`config.mk`:
```
export PLATFORM = sky130hd
export DESIGN_NAME = key_debounce_tick
export DESIGN_NICKNAME = d
export VERILOG_FILES = /design/src/rtl/key_debounce_pkg.sv /design/src/rtl/key_debounce_ch.sv /design/src/rtl/key_debounce_tick.sv
export SDC_FILE = /design/constraint.sdc
export NUM_CORES = 1
export LEC_CHECK = 0
export ABC_CLOCK_PERIOD_IN_PS = 2100
export CAP_MARGIN = 20
export CORE_MARGIN = 2
export CORE_UTILIZATION = 40
export CTS_BUF_LIST = sky130_fd_sc_hd__clkbuf_8
export CTS_CLUSTER_SIZE = 8
export DETAILED_ROUTE_END_ITERATION = 16
export PLACE_DENSITY = 0.57
export SETUP_SLACK_MARGIN = 0.1
export SLEW_MARGIN = 5
export SYNTH_ARGS = -nofsm -noshare
export SYNTH_HDL_FRONTEND = slang
export SYNTH_SLANG_ARGS = --single-unit
```
`constraint.sdc`:
```
create_clock -name clk -period 2.1 [get_ports clk]
set_input_delay 0.42 -clock clk [delete_from_list [all_inputs] [get_ports clk]]
set_output_delay 0.42 -clock clk [all_outputs]
set_load 0.005 [all_outputs]
```
`src/rtl/key_debounce_pkg.sv`:
```
// Shared types and sizing helpers for the key_debounce_tick multi-key debouncer.
// Optional long-press/repeat logic is enabled with the KEY_LONG_PRESS_EN macro.
package key_debounce_pkg;

    typedef enum logic [1:0] {
        UP     = 2'd0,
        DEB_DN = 2'd1,
        DOWN   = 2'd2,
        DEB_UP = 2'd3
    } key_fsm_e;

    // One counter width serves the debounce, hold and repeat counts.
    function automatic int cnt_width(input int stable_ticks, input int long_ticks,
                                     input int repeat_ticks);
        int m;
        m = stable_ticks;
        if (long_ticks > m) m = long_ticks;
        if (repeat_ticks > m) m = repeat_ticks;
        if (m < 1) m = 1;
        return $clog2(m + 1);
    endfunction

endpackage

```
`src/rtl/key_debounce_ch.sv`:
```
// One key channel: 2-flop synchroniser, tick-qualified debounce FSM, registered events.
// Long-press/repeat pulses exist only when KEY_LONG_PRESS_EN is defined.
module key_debounce_ch
    import key_debounce_pkg::*;
#(
    parameter int KEY_ACTIVE_LOW = 1,
    parameter int STABLE_TICKS   = 2,
    parameter int LONG_TICKS     = 100,
    parameter int REPEAT_TICKS   = 20
) (
    input  logic     clk,
    input  logic     rst,
    input  logic     sample_tick_i,
    input  logic     key_raw_i,
    output logic     key_state_o,
    output logic     key_press_o,
    output logic     key_release_o,
    output logic     key_long_o,
    output key_fsm_e fsm_state_o
);

    localparam int            CW      = cnt_width(STABLE_TICKS, LONG_TICKS, REPEAT_TICKS);
    localparam logic          REL_LVL = (KEY_ACTIVE_LOW != 0);
    localparam logic [CW-1:0] ST_LAST = CW'(STABLE_TICKS - 1);

    logic [1:0]    sync_q;
    logic          pressed;
    key_fsm_e      state_q, state_d;
    logic [CW-1:0] cnt_q, cnt_d, cnt_inc;
    logic          level_q, level_d;
    logic          press_q, press_d;
    logic          release_q, release_d;

    // Synchroniser idles at the released level so reset never looks like a press.
    always_ff @(posedge clk or posedge rst) begin
        if (rst) sync_q <= {REL_LVL, REL_LVL};
        else     sync_q <= {sync_q[0], key_raw_i};
    end

    assign pressed = sync_q[1] ^ REL_LVL;
    assign cnt_inc = (cnt_q == '1) ? cnt_q : cnt_q + 1'b1;

    always_comb begin
        state_d   = state_q;
        cnt_d     = cnt_q;
        press_d   = 1'b0;
        release_d = 1'b0;
        if (sample_tick_i) begin
            unique case (state_q)
                UP: begin
                    if (pressed) begin
                        if (STABLE_TICKS == 1) begin
                            state_d = DOWN;
                            cnt_d   = '0;
                            press_d = 1'b1;
                        end else begin
                            state_d = DEB_DN;
                            cnt_d   = CW'(1);
                        end
                    end
                end
                DEB_DN: begin
                    if (!pressed) begin
                        state_d = UP;
                        cnt_d   = '0;
                    end else if (cnt_q == ST_LAST) begin
                        state_d = DOWN;
                        cnt_d   = '0;
                        press_d = 1'b1;
                    end else begin
                        cnt_d = cnt_inc;
                    end
                end
                DOWN: begin
                    if (!pressed) begin
                        if (STABLE_TICKS == 1) begin
                            state_d   = UP;
                            cnt_d     = '0;
                            release_d = 1'b1;
                        end else begin
                            state_d = DEB_UP;
                            cnt_d   = CW'(1);
                        end
                    end
                end
                DEB_UP: begin
                    if (pressed) begin
                        state_d = DOWN;
                        cnt_d   = '0;
                    end else if (cnt_q == ST_LAST) begin
                        state_d   = UP;
                        cnt_d     = '0;
                        release_d = 1'b1;
                    end else begin
                        cnt_d = cnt_inc;
                    end
                end
                default: begin
                    state_d = UP;
                    cnt_d   = '0;
                end
            endcase
        end
        level_d = (state_d == DOWN) || (state_d == DEB_UP);
    end

    always_ff @(posedge clk or posedge rst) begin
        if (rst) begin
            state_q   <= UP;
            cnt_q     <= '0;
            level_q   <= 1'b0;
            press_q   <= 1'b0;
            release_q <= 1'b0;
        end else begin
            state_q   <= state_d;
            cnt_q     <= cnt_d;
            level_q   <= level_d;
            press_q   <= press_d;
            release_q <= release_d;
        end
    end

`ifdef KEY_LONG_PRESS_EN
    localparam logic [CW-1:0] LONG_V = CW'(LONG_TICKS);
    localparam logic [CW-1:0] REP_V  = CW'(REPEAT_TICKS);

    logic [CW-1:0] hold_q, hold_d;
    logic          rep_q, rep_d;
    logic          long_q, long_d;

    // hold counts ticks spent in DOWN; after the first pulse it restarts as the repeat interval.
    always_comb begin
        hold_d = hold_q;
        rep_d  = rep_q;
        long_d = 1'b0;
        if (sample_tick_i) begin
            if (state_q != DOWN && state_d == DOWN) begin
                hold_d = '0;
                rep_d  = 1'b0;
            end else if (state_q == DOWN && state_d == DOWN) begin
                hold_d = (hold_q == '1) ? hold_q : hold_q + 1'b1;
                if (!rep_q) begin
                    if (hold_d == LONG_V) begin
                        long_d = 1'b1;
                        rep_d  = 1'b1;
                        hold_d = '0;
                    end
                end else if (REPEAT_TICKS > 0 && hold_d == REP_V) begin
                    long_d = 1'b1;
                    hold_d = '0;
                end
            end
        end
    end

    always_ff @(posedge clk or posedge rst) begin
        if (rst) begin
            hold_q <= '0;
            rep_q  <= 1'b0;
            long_q <= 1'b0;
        end else begin
            hold_q <= hold_d;
            rep_q  <= rep_d;
            long_q <= long_d;
        end
    end

    assign key_long_o = long_q;
`else
    assign key_long_o = 1'b0;
`endif

    assign key_state_o   = level_q;
    assign key_press_o   = press_q;
    assign key_release_o = release_q;
    assign fsm_state_o   = state_q;

endmodule

```
`src/rtl/key_debounce_tick.sv`:
```
// Multi-key debouncer/edge detector: fans ports out to one key_debounce_ch per key.
// Define KEY_LONG_PRESS_EN to enable key_long long-press/repeat pulses.
module key_debounce_tick
    import key_debounce_pkg::*;
#(
    parameter int KEY_NUM        = 4,
    parameter int KEY_ACTIVE_LOW = 1,
    parameter int STABLE_TICKS   = 2,
    parameter int LONG_TICKS     = 100,
    parameter int REPEAT_TICKS   = 20
) (
    input  logic                   clk,
    input  logic                   rst,
    input  logic                   sample_tick,
    input  logic [KEY_NUM-1:0]     key_raw,
    output logic [KEY_NUM-1:0]     key_state,
    output logic [KEY_NUM-1:0]     key_press,
    output logic [KEY_NUM-1:0]     key_release,
    output logic [KEY_NUM-1:0]     key_long,
    output logic [2*KEY_NUM-1:0]   key_fsm_state
);

    for (genvar gi = 0; gi < KEY_NUM; gi++) begin : g_ch
        key_fsm_e ch_state;

        key_debounce_ch #(
            .KEY_ACTIVE_LOW(KEY_ACTIVE_LOW),
            .STABLE_TICKS  (STABLE_TICKS),
            .LONG_TICKS    (LONG_TICKS),
            .REPEAT_TICKS  (REPEAT_TICKS)
        ) u_ch (
            .clk          (clk),
            .rst          (rst),
            .sample_tick_i(sample_tick),
            .key_raw_i    (key_raw[gi]),
            .key_state_o  (key_state[gi]),
            .key_press_o  (key_press[gi]),
            .key_release_o(key_release[gi]),
            .key_long_o   (key_long[gi]),
            .fsm_state_o  (ch_state)
        );

        assign key_fsm_state[2*gi +: 2] = ch_state;
    end

endmodule

```
==> summary.md <==
| Metric | Value |
|---|---|
| Async SR Flop Fraction | 100% |
| Via Count | 2176 |
| Chip width | 90.5 um |
| Clock tree sinks | 56 |
| Netlist cell types | 47 |
| Fin. Hold Viols | 0 |
| CTS tree | yes |
| Fmax | 547 MHz |
| Die ar. | 0.00818 mm2 |
| Reg2reg end | g_ch[2].u_ch.cnt_q[3]$_DFFE_PP0P_ |
| Largest net degree at the start of global routing | 57 |
| Adder-Cell Fraction of Synth Area | 3.35% |
| Post-Synth Simple-Gate Area | 15.5% |
| Tmin final | 1.83 ns |
| CTS Hold Bufs | 0 |
| Final Wtd Congestion | 0.830 |
| RSZ-0062 raised after global routing | false |
| Layout Skew | 0.00587 ns |
| First-pass iteration count of the detailed router | 4 |
| Largest cells by area after synthesis | dfrtp_1 (40%), dfstp_2 (7.0%), a21oi_1 (5.7%) |
| I/O Pins | 31 |
| Largest family of logic cells by synthesized area | compound AO/OA/AOI/OAI gates |
| CP Cell Sequence | ha_1 > and4_4 > and3_4 > or4_1 > a21oi_1 |
| R2R depth | 5 |
| Hold Path Depth | 0 |
| Data required, critical path | 2.33 ns |
| Status | complete, no violations |
| Area Growth Syn to Fin | 13.1% |
| Crit start category | flip-flop |
| Warnings from Yosys | 0 |
| DPL Wire Length | 3850 um |
| Max incr delay on CP | 0.46 ns |
| Initial Util | 41.2% |
| IO buf count | 26 |
| Ys flop type | dfrtp_1 |
| Cell with the most instances after synthesis | dfrtp_1 |
| Setup Viol. Count Final | 0 |
| Post-cts sizing count | 0 |
| DRC violations left | 0 |
| Clock Latency Late Sink | 0.30 ns |
| Post-synthesis mux area share | 4.18% |
| Number of flops mapped to enable cells by yosys | 0 |
| Post-route cell area | 0.00338 mm2 |
| Grt ovf | 0 |
| Routed WL | 5490 um |
| H-tree Lvls | 2 |
| Complex-gate fraction of the synthesized area | 19.2% |
| Total track usage | 13.7% |
| CTS Buf Count | 5 |
| Share of cells above drive strength 1 | 12.3% |
| Final ANT Viol Nets | 0 |
| Sequential share of the synthesized area | 47.2% |
| Routed len/inst | 13.2 um |
| Xor and xnor fraction of the mapped netlist area | 2.85% |
| CTS root buffer | clkbuf_8 |
| Max VDD drop | 0.535 mV |
| P per Cell Area | 1110 mW/mm2 |
| Final net count | 331 |
| Cells after Synth | 297 |
| Height of the die | 90.5 um |
| Initial antenna violation count | 0 |
| Worst-path fanout max | 7 |
| Layout fillers | 711 |
| Core box area | 0.00725 mm2 |
| CP Data Arrival Time | 2.06 ns |
| Crit end category | flip-flop |
| Fin crit share | 87.0% |
| Origin of the worst setup path | g_ch[2].u_ch.cnt_q[0]$_DFFE_PP0P_ |
| Yosys reg bits | 56 |
| Crit Reg-Reg Startpoint | g_ch[2].u_ch.cnt_q[0]$_DFFE_PP0P_ |
| Crit Path Class | flip-flop to flip-flop |
| Reg clk slew, reported paths | 0.10 ns |
| Setup bufs post-CTS | 0 |
| Start point of the worst hold path | g_ch[0].u_ch.sync_q[0]$_DFF_PP1_ |
| Netlist Area Pre-Place | 0.00299 mm2 |
| Final slew viol count | 0 |
| MaxCap Viol Count | 0 |
| Hold/Removal Path Class | flip-flop to flip-flop |
| Hold Path End | g_ch[0].u_ch.sync_q[1]$_DFF_PP1_ |
| Starting DRT DRC Count | 73 |
| R2R setup slack | 0.27 ns |
| Total negative slack | 0 ns |
| LEAKAGE | 1.41 nW |
| CP max stage cell | or4_1 |
| Rows | 31 |
| Area fraction of the dominant cell type after synthesis | 40.2% |
| Vias in the first global route | 2027 |
| Clock Path Buffers | 2 |
| Synthesized area per cell | 10.1 um2 |
| Yosys top cell by area | dfrtp_1 |
| Global-route wire length before repair | 9230 um |
| Placed inst area | 0.00329 mm2 |
| Most frequent cells after synthesis | dfrtp_1 (48), a21oi_1 (34), nand3_1 (19) |
| Vias per cell | 5.23 |
| N_diodes | 0 |
per-stage QoR:
| step | hold WS (ns) | total power [mW] | util, % | cells | setup WS, ns |
|---|---|---|---|---|---|
| 6_report | 0.361 | 3.76 | 46.6 | 416 | 0.272 |
| 5_1_grt | 0.367 | 4.07 | 46.6 | 416 | 0.186 |
| 4_1_cts | 0.362 | 3.81 | 46.6 | 416 | 0.259 |
| 3_5_place_dp | 0.348 | 3.19 | 45.4 | 408 | 0.0740 |
| 3_3_place_gp | 0.346 | 3.17 | 45.4 | 408 | 0.115 |
| 2_1_floorplan | 0.345 | 2.70 | - | 300 | 0.311 |
cell type report:
type	count	area, um2	area share, %
Timing Repair Buffer	32	330	9.77
Clock buffer	6	82.6	2.44
Multi-Input combinational cell	205	1360	40.3
Tap cell	99	124	3.66
Sequential cell	56	1410	41.7
Inverter	16	60.1	1.78
Clock inverter	2	10.0	0.296
state kept, by name (all words and copies together) (netlist names):
name,flops
g_ch.u_ch.fsm_state_o,8
g_ch.u_ch.cnt_q,28
g_ch.u_ch.sync_q,8
g_ch.u_ch.key_release_o,4
g_ch.u_ch.key_state_o,4
g_ch.u_ch.key_press_o,4
kinds of logic (layout without fill, tap and decap cells):
kind of cell,Yosys count,in the layout
AO/OA/AOI/OAI,88,88
AND/OR/NAND/NOR,85,85
flip-flops,56,56
buffers and inverters,39,56
multiplexers,12,12
adder cells (fa/ha/maj),8,8
XOR/XNOR,8,8
other,1,4
layout by cell type, fill, tap and decap left out, drive strengths merged, types with 2 or more instances in the layout:
master / count
a21o: 3
or3: 5
nor3: 5
nor2b: 3
dfstp: 8
or2: 2
conb: 4
nand2: 15
mux2: 4
o21ai: 14
nor4: 2
clkdlybuf4s50: 26
nor2: 16
or4: 5
ha: 8
a22o: 6
a31oi: 4
buf: 6
o211ai: 2
inv: 16
o31ai: 11
dfrtp: 48
clkbuf: 6
a21oi: 34
clkinv: 2
and2: 2
xor2: 4
a311oi: 5
and3: 8
xnor2: 4
a21boi: 2
nand3: 19
o31a: 3
mux2i: 8
worst max-delay path: cells and delay by family (launching register included):
| kind | cells | cell delay, ns |
|---|---|---|
| AOI/OAI and AO/OA | 1 | 0.16 |
| adders and majority gates | 1 | 0.27 |
| DFF | 1 | 0.45 |
| and+or+nand+nor | 3 | 0.88 |
where the power goes:
part	total [mW]	leakage, nW	switching (mW)	internal (mW)
Sequential	1.68	0.708	0.355	1.33
Clock	0.611	0.0510	0.346	0.265
Combinational	1.47	0.651	0.703	0.767
Total	3.76	1.41	1.40	2.36
how the worst max path moves through the flow:
stage	endpoint	slack (ns)	cells past startpoint
after floorplan	g_ch[2].u_ch.cnt_q[3]$_DFFE_PP0P_	0.31	6
after global placement	g_ch[0].u_ch.cnt_q[3]$_DFFE_PP0P_	0.12	5
after detailed placement	g_ch[2].u_ch.cnt_q[4]$_DFFE_PP0P_	0.07	5
after CTS	g_ch[3].u_ch.fsm_state_o[0]$_DFF_PP0_	0.26	5
after global routing	g_ch[3].u_ch.cnt_q[0]$_DFFE_PP0P_	0.19	5
final	g_ch[2].u_ch.cnt_q[3]$_DFFE_PP0P_	0.27	5
layer usage:
| layer | routed length [um] | global-route usage, % |
|---|---|---|
| met3 | 197 | 3.09 |
| met2 | 2520 | 22.1 |
| met4 | 46 | 4.36 |
| met1 | 2730 | 18.3 |
| met5 | 0 | 0 |
(Power assumes the default switching activity.)
